$ cat src/rtl/race_ctrl.sv
// ============================================================================
// Module   : race_ctrl
// Brief    : Race flow controller: countdown, lap timing, best lap, finish.
//            Optional pause feature enabled by macro RACE_CTRL_PAUSE_EN.
// Revision : 1.0 - initial release
// ============================================================================
`default_nettype none

module race_ctrl #(
  parameter int NUM_LAPS = 3,
  parameter int COUNT_MS = 1000
) (
  input  logic        pclk,
  input  logic        rst,
  input  logic        race_start,
  input  logic [5:0]  key,
  input  logic        tick_ms,
  input  logic        checkpoint,
  input  logic        finish_line,
  output logic [1:0]  countdown,
  output logic        player_enable,
  output logic        paused,
  output logic [2:0]  lap,
  output logic [15:0] lap_time_ms,
  output logic [15:0] best_lap_ms,
  output logic        race_done
);

  localparam logic [2:0] S_IDLE      = 3'd0;
  localparam logic [2:0] S_COUNTDOWN = 3'd1;
  localparam logic [2:0] S_RACE      = 3'd2;
  localparam logic [2:0] S_FINISH    = 3'd4;
`ifdef RACE_CTRL_PAUSE_EN
  localparam logic [2:0] S_PAUSE     = 3'd3;
`endif

  localparam logic [2:0]  c_num_laps = 3'(NUM_LAPS);
  localparam logic [15:0] c_sub_last = 16'(COUNT_MS - 1);
  localparam logic [15:0] c_no_lap   = 16'hFFFF;

  logic [2:0]  r_state;
  logic [2:0]  w_state_nxt;
  logic [15:0] r_sub;
  logic        r_cp_seen;

  logic [1:0]  w_countdown_nxt;
  logic [15:0] w_sub_nxt;
  logic [2:0]  w_lap_nxt;
  logic [15:0] w_lap_time_nxt;
  logic [15:0] w_best_nxt;
  logic        w_done_nxt;
  logic        w_cp_nxt;

  logic        w_fin_ok;
  logic        w_final;
  logic [2:0]  w_lap_inc;
  logic        w_tick_last;

  assign w_fin_ok    = finish_line & r_cp_seen;
  assign w_lap_inc   = lap + 3'd1;
  assign w_final     = (w_lap_inc == c_num_laps);
  assign w_tick_last = tick_ms && (r_sub == c_sub_last);

`ifdef RACE_CTRL_PAUSE_EN
  // A press is a one-hot key that was not already present last cycle.
  logic [5:0] r_key;
  logic       w_key_onehot;
  logic       w_esc_press;
  logic       w_enter_press;

  assign w_key_onehot  = (key != 6'd0) && ((key & (key - 6'd1)) == 6'd0);
  assign w_esc_press   = w_key_onehot && (key != r_key) && (key == 6'b100000);
  assign w_enter_press = w_key_onehot && (key != r_key) && (key == 6'b010000);

  always_ff @(posedge pclk or posedge rst) begin
    if (rst) begin
      r_key  <= 6'd0;
      paused <= 1'b0;
    end else begin
      r_key  <= key;
      paused <= (w_state_nxt == S_PAUSE);
    end
  end
`else
  logic w_unused_key;
  assign w_unused_key = ^key;
  assign paused       = 1'b0;
`endif

  // State and datapath registers.
  always_ff @(posedge pclk or posedge rst) begin
    if (rst) begin
      r_state       <= S_IDLE;
      r_sub         <= 16'd0;
      r_cp_seen     <= 1'b0;
      countdown     <= 2'd0;
      player_enable <= 1'b0;
      lap           <= 3'd0;
      lap_time_ms   <= 16'd0;
      best_lap_ms   <= c_no_lap;
      race_done     <= 1'b0;
    end else begin
      r_state       <= w_state_nxt;
      r_sub         <= w_sub_nxt;
      r_cp_seen     <= w_cp_nxt;
      countdown     <= w_countdown_nxt;
      player_enable <= (w_state_nxt == S_RACE);
      lap           <= w_lap_nxt;
      lap_time_ms   <= w_lap_time_nxt;
      best_lap_ms   <= w_best_nxt;
      race_done     <= w_done_nxt;
    end
  end

  always_comb begin
    w_state_nxt = r_state;
    case (r_state)
      S_IDLE:      if (race_start) w_state_nxt = S_COUNTDOWN;
      S_COUNTDOWN: begin
        if (!race_start)                             w_state_nxt = S_IDLE;
        else if (w_tick_last && countdown == 2'd1)   w_state_nxt = S_RACE;
      end
      S_RACE: begin
        if (!race_start)              w_state_nxt = S_IDLE;
        else if (w_fin_ok && w_final) w_state_nxt = S_FINISH;
`ifdef RACE_CTRL_PAUSE_EN
        else if (w_esc_press)         w_state_nxt = S_PAUSE;
`endif
      end
`ifdef RACE_CTRL_PAUSE_EN
      S_PAUSE: begin
        if (!race_start)                        w_state_nxt = S_IDLE;
        else if (w_esc_press || w_enter_press)  w_state_nxt = S_RACE;
      end
`endif
      S_FINISH:    if (!race_start) w_state_nxt = S_IDLE;
      default:     w_state_nxt = S_IDLE;
    endcase
  end

  always_comb begin
    w_countdown_nxt = countdown;
    w_sub_nxt       = r_sub;
    w_lap_nxt       = lap;
    w_lap_time_nxt  = lap_time_ms;
    w_best_nxt      = best_lap_ms;
    w_done_nxt      = race_done;
    w_cp_nxt        = r_cp_seen;
    case (r_state)
      S_IDLE: begin
        if (race_start) begin
          w_countdown_nxt = 2'd3;
          w_sub_nxt       = 16'd0;
          w_lap_nxt       = 3'd0;
          w_lap_time_nxt  = 16'd0;
          w_best_nxt      = c_no_lap;
          w_done_nxt      = 1'b0;
          w_cp_nxt        = 1'b0;
        end
      end
      S_COUNTDOWN: begin
        if (!race_start) begin
          w_countdown_nxt = 2'd0;
        end else if (w_tick_last) begin
          w_sub_nxt       = 16'd0;
          w_countdown_nxt = countdown - 2'd1;
        end else if (tick_ms) begin
          w_sub_nxt = r_sub + 16'd1;
        end
      end
      S_RACE: begin
        if (race_start) begin
          // Credited lap swallows a coincident tick; final lap keeps its time.
          if (w_fin_ok) begin
            w_lap_nxt  = w_lap_inc;
            w_best_nxt = (lap_time_ms < best_lap_ms) ? lap_time_ms : best_lap_ms;
            w_cp_nxt   = 1'b0;
            if (w_final) w_done_nxt     = 1'b1;
            else         w_lap_time_nxt = 16'd0;
          end else if (tick_ms && lap_time_ms != 16'hFFFF) begin
            w_lap_time_nxt = lap_time_ms + 16'd1;
          end
          if (checkpoint) w_cp_nxt = 1'b1;
        end
      end
      default: ;
    endcase
  end

endmodule

`default_nettype wire

$ cat config.mk
export PLATFORM = sky130hd
export DESIGN_NAME = race_ctrl
export DESIGN_NICKNAME = d
export VERILOG_FILES = /design/src/rtl/race_ctrl.sv
export SDC_FILE = /design/constraint.sdc
export NUM_CORES = 1
export LEC_CHECK = 0
export CAP_MARGIN = 20
export CELL_PAD_IN_SITES_DETAIL_PLACEMENT = 1
export CELL_PAD_IN_SITES_GLOBAL_PLACEMENT = 1
export CORE_MARGIN = 4
export CORE_UTILIZATION = 38
export CTS_CLUSTER_DIAMETER = 200
export CTS_CLUSTER_SIZE = 20
export DETAILED_ROUTE_END_ITERATION = 7
export HOLD_SLACK_MARGIN = 0.06
export PLACE_DENSITY = 0.76
export SLEW_MARGIN = 20
export SYNTH_ARGS = -nofsm -noshare
export SYNTH_HDL_FRONTEND = slang
export SYNTH_SLANG_ARGS = --single-unit
$ cat constraint.sdc
create_clock -name pclk -period 2.3 [get_ports pclk]
set_clock_uncertainty 0.05 [all_clocks]
set_input_delay 0.345 -clock pclk [delete_from_list [all_inputs] [get_ports pclk]]
set_output_delay 0.345 -clock pclk [all_outputs]
set_load 0.02 [all_outputs]
==> impl_results.md <==
* Status: complete, no violations
* GPL Wtd Cong at 0.858
* Area growth syn-to-layout at 35.8%
* Share of power burned in registers at 46.8%
* Post-Synthesis Cells at approximately 360
* Avg Synthesized Cell Area at 9.79 sq um
* Yosys top cell area share at 30.8%
* Vias at roughly 3300
* Leak at about 2.2 nW
* Crit path to: best_lap_ms[13]$_DFFE_PP1P_
* Antenna viol nets, final at 0
* Worst-path clk slew at 0.07 ns
* Levels on crit path at 8
* Die Ht at 104 um
* Critical R2R Capture: best_lap_ms[13]$_DFFE_PP1P_
* RSZ-0062 raised after global routing: false
* DRT iter0 DRCs at 60
* Synth cell count leaders: 43 x dfrtp_1, 29 x inv_1, 27 x nand2_1
* Dominant cell type by area after synthesis: dfrtp_1
* Kind of critical path: flip-flop to flip-flop
* Vias in the first global route at 3385
* FP Rows at 34
* Clock power share at 44.9%
* Mux cell area share after synthesis at 0.859%
* Delay-heaviest family, CP: compound AO/OA/AOI/OAI gates
* Core area at 8850 sq um
* Cells along the critical path: inv_1, ha_1, o21a_1, o21ai_0, o2111a_2, a211oi_4, buf_12, o32a_2
* Design area at between 4000 and 5000 sq um
* FMAX at 0.445 GHz
* Combinational cell fraction of total power at 8.3%
* DR vias/cell at 5.67
* Fin crit period at approximately 2.2 ns
* Top-count cell post-synth: dfrtp_1
* Synth unique cells at 61
* Yosys warns at 0
* Synth Area in Compound Gates at 20.2%
* Crit path buffers/inverters at 2
* Worst Reg-to-Reg Cells at 8
* Placed cells at 557
* Pint at about 1.8 mW
* First-pass GRT wire length at between 15 and 20 mm
* Io pins at 52
* Sw frac at 23.7%
* Slew Limit Fails at 0
* R2r setup slk at 0.05 ns
* PwrDens at 487 nW/um^2
* WL final at 10.2 mm
* Per-cell routed wire length at 17.7 um
* DRC Markers at 0
* Drt pass-1 iters at 4
* Main combinational cell family by area after synthesis: simple AND/OR/NAND/NOR gates
* Share of cells above drive strength 1 at 25.1%
* TNS Setup at 0 ns
* Data arrival, critical path at between 2 and 2.5 ns
* CTS tree: yes
* Fin crit share at 97.6%
* Post-synthesis cell area at 3500 sq um
* Delay of the slowest critical-path stage at 0.55 ns
* Number of port buffers at 44
* H-tree depth at 3
* Worst min path class: input port to asynchronous set/reset pin
* TritonCTS buffer count at 9
* Syn_nets at 389
* Ant. Diodes at 0
* Worst setup startpoint: best_lap_ms[2]$_DFFE_PP1P_
* XOR/XNOR share of the synthesized area at 2.76%
* Asr flop ratio synth at 100%
* CP required at 2.52 ns
* Final setup viols at 0
* Detailed Place HPWL at approximately 7.7 mm
* Post-synthesis simple-gate area fraction at 21.0%
* Main synth FF type: dfrtp_1
* Peak supply drop at 0.340 mV
* Post-synth EDFFs at 0
* Clock buffer depth at 2
* Startpoint types: flip-flop
* Initial antenna violation count at 0
* Max FO, Critical Path at 16
* Die Area at 10800 sq um
* Dominant cells by area after synthesis: dfrtp_1 31%, dfstp_2 12%, ha_1 7.2%, inv_1 3.1%, nand2_1 2.9%
* Width of the die at approximately 100 um
* CTS root buffer: clkbuf_8
* Power, Total at roughly 2.3 mW
* Sequential cell area fraction in the yosys report at 42.8%
* Total gr overflow at 0
* CTS Sinks at 59
* R2R Path Start: best_lap_ms[2]$_DFFE_PP1P_
* CP Capture Type: flip-flop
* WHS at 0.338 ns
* Post-Synth Adder-Cell Area at 7.16%
* Largest net degree at the start of global routing at 32
* GRT Total Usage at between 10% and 20%
* Synth Register Bits at about 60
* CTS Hold Bufs at 0
* Fin. Hold Viols at 0
* Slowest stage cell, crit path: dfstp_2
* Switching power at between 0.5 and 0.6 mW
* Clk Latency, worst-skew pair at 0.35 ns
* Post-DP Area at about 4500 sq um
* Final Non-Filler Cells at 575
* Total of max-cap violations at 0
* Starting density of the core at 39.5%
* Nets at between 400 and 500
-- power groups by stage --
stage	sequential (mW)	combinational, mW	clock (mW)
6_report	1.08	0.191	1.04
5_1_grt	1.08	0.214	1.11
4_1_cts	1.08	0.192	1.06
3_5_place_dp	1.10	0.190	0
3_3_place_gp	1.10	0.182	0
2_1_floorplan	1.10	0.0994	0
-- flip-flops by register name (all words and copies together), names as in the netlist, 2 cells and up --
register / flops
lap_time_ms: 16
r_sub: 16
r_state: 3
countdown: 2
lap: 3
best_lap_ms: 16
-- worst reg2reg max path, cell delays in order, from the launching register on --
cell and delay, ns:
dfstp_2 0.55, inv_1 0.05, ha_1 0.27, o21a_1 0.17, o21ai_0 0.25, o2111a_2 0.27, a211oi_4 0.05, buf_12 0.15
o32a_2 0.36
-- worst min path at each step --
stage,endpoint,slack [ns],cells past startpoint
4_1_cts,lap[2]$_DFFE_PP0P_,0.35,3
5_1_grt,lap[2]$_DFFE_PP0P_,0.37,3
3_5_place_dp,r_sub[1]$_DFFE_PP0P_,0.45,2
3_3_place_gp,r_sub[1]$_DFFE_PP0P_,0.43,2
2_1_floorplan,r_sub[1]$_DFFE_PP0P_,0.42,2
6_report,lap[2]$_DFFE_PP0P_,0.34,3
-- logic make-up after synthesis --
kind of cell             after synthesis
other                                  1
AO/OA/AOI/OAI                         92
buffers and inverters                 38
flip-flops                            59
multiplexers                           3
AND/OR/NAND/NOR                      133
adder cells (fa/ha/maj)               20
XOR/XNOR                              11
-- routing by layer --
metal	GRT usage, %	up-vias	routed length [um]
li1	-	1554	-
met1	23.2	1637	4450
met2	33.7	51	5130
met3	3.66	20	321
met4	7.98	0	256
met5	0	-	0
-- through the flow --
step | setup WS (ns) | utilization [%]
floorplan | 0.0557 | -
global placement | -0.275 | 50.4
detailed placement | -0.366 | 50.4
CTS | 0.00469 | 53.2
global route | 0.000463 | 53.6
finish | 0.0541 | 53.6
-- timing repair --
action | in CTS | in global routing
pin swaps | 3 | 2
endpoints found under the hold margin | 0 | 0
setup buffers | 2 | 0
gates resized for setup | 0 | 8
setup endpoints to repair | 16 | 19
-- cell type report --
class                           instances  area (sq um)
Sequential cell                        59          1500
Timing Repair Buffer                  103           908
Multi-Input combinational cell        260          1880
Clock inverter                          1          30.0
Inverter                               29           109
Clock buffer                           15           186
Tap cell                              108           135
Fill cell                            1006          4100
-- placed cells by master (no fill, tap or decap), drive strengths merged, types with 4 or more instances in the layout --
cell type / synthesis / final
o21ai: 21 / 21
or3: 8 / 8
and4: 4 / 4
inv: 29 / 29
clkbuf: 1 / 15
nor2: 21 / 21
nor3b: 4 / 4
and3: 5 / 5
or4: 5 / 5
a21oi: 20 / 20
xnor2: 8 / 8
dfrtp: 43 / 43
o31ai: 7 / 7
nand4: 12 / 12
o32a: 16 / 16
ha: 20 / 20
nand3: 18 / 18
o211ai: 4 / 4
nor4: 4 / 4
nand2: 28 / 28
dfstp: 16 / 16
clkdlybuf4s50: 0 / 44
nor3: 10 / 10
buf: 7 / 59
Note: power is estimated with default switching activity, not from simulation.
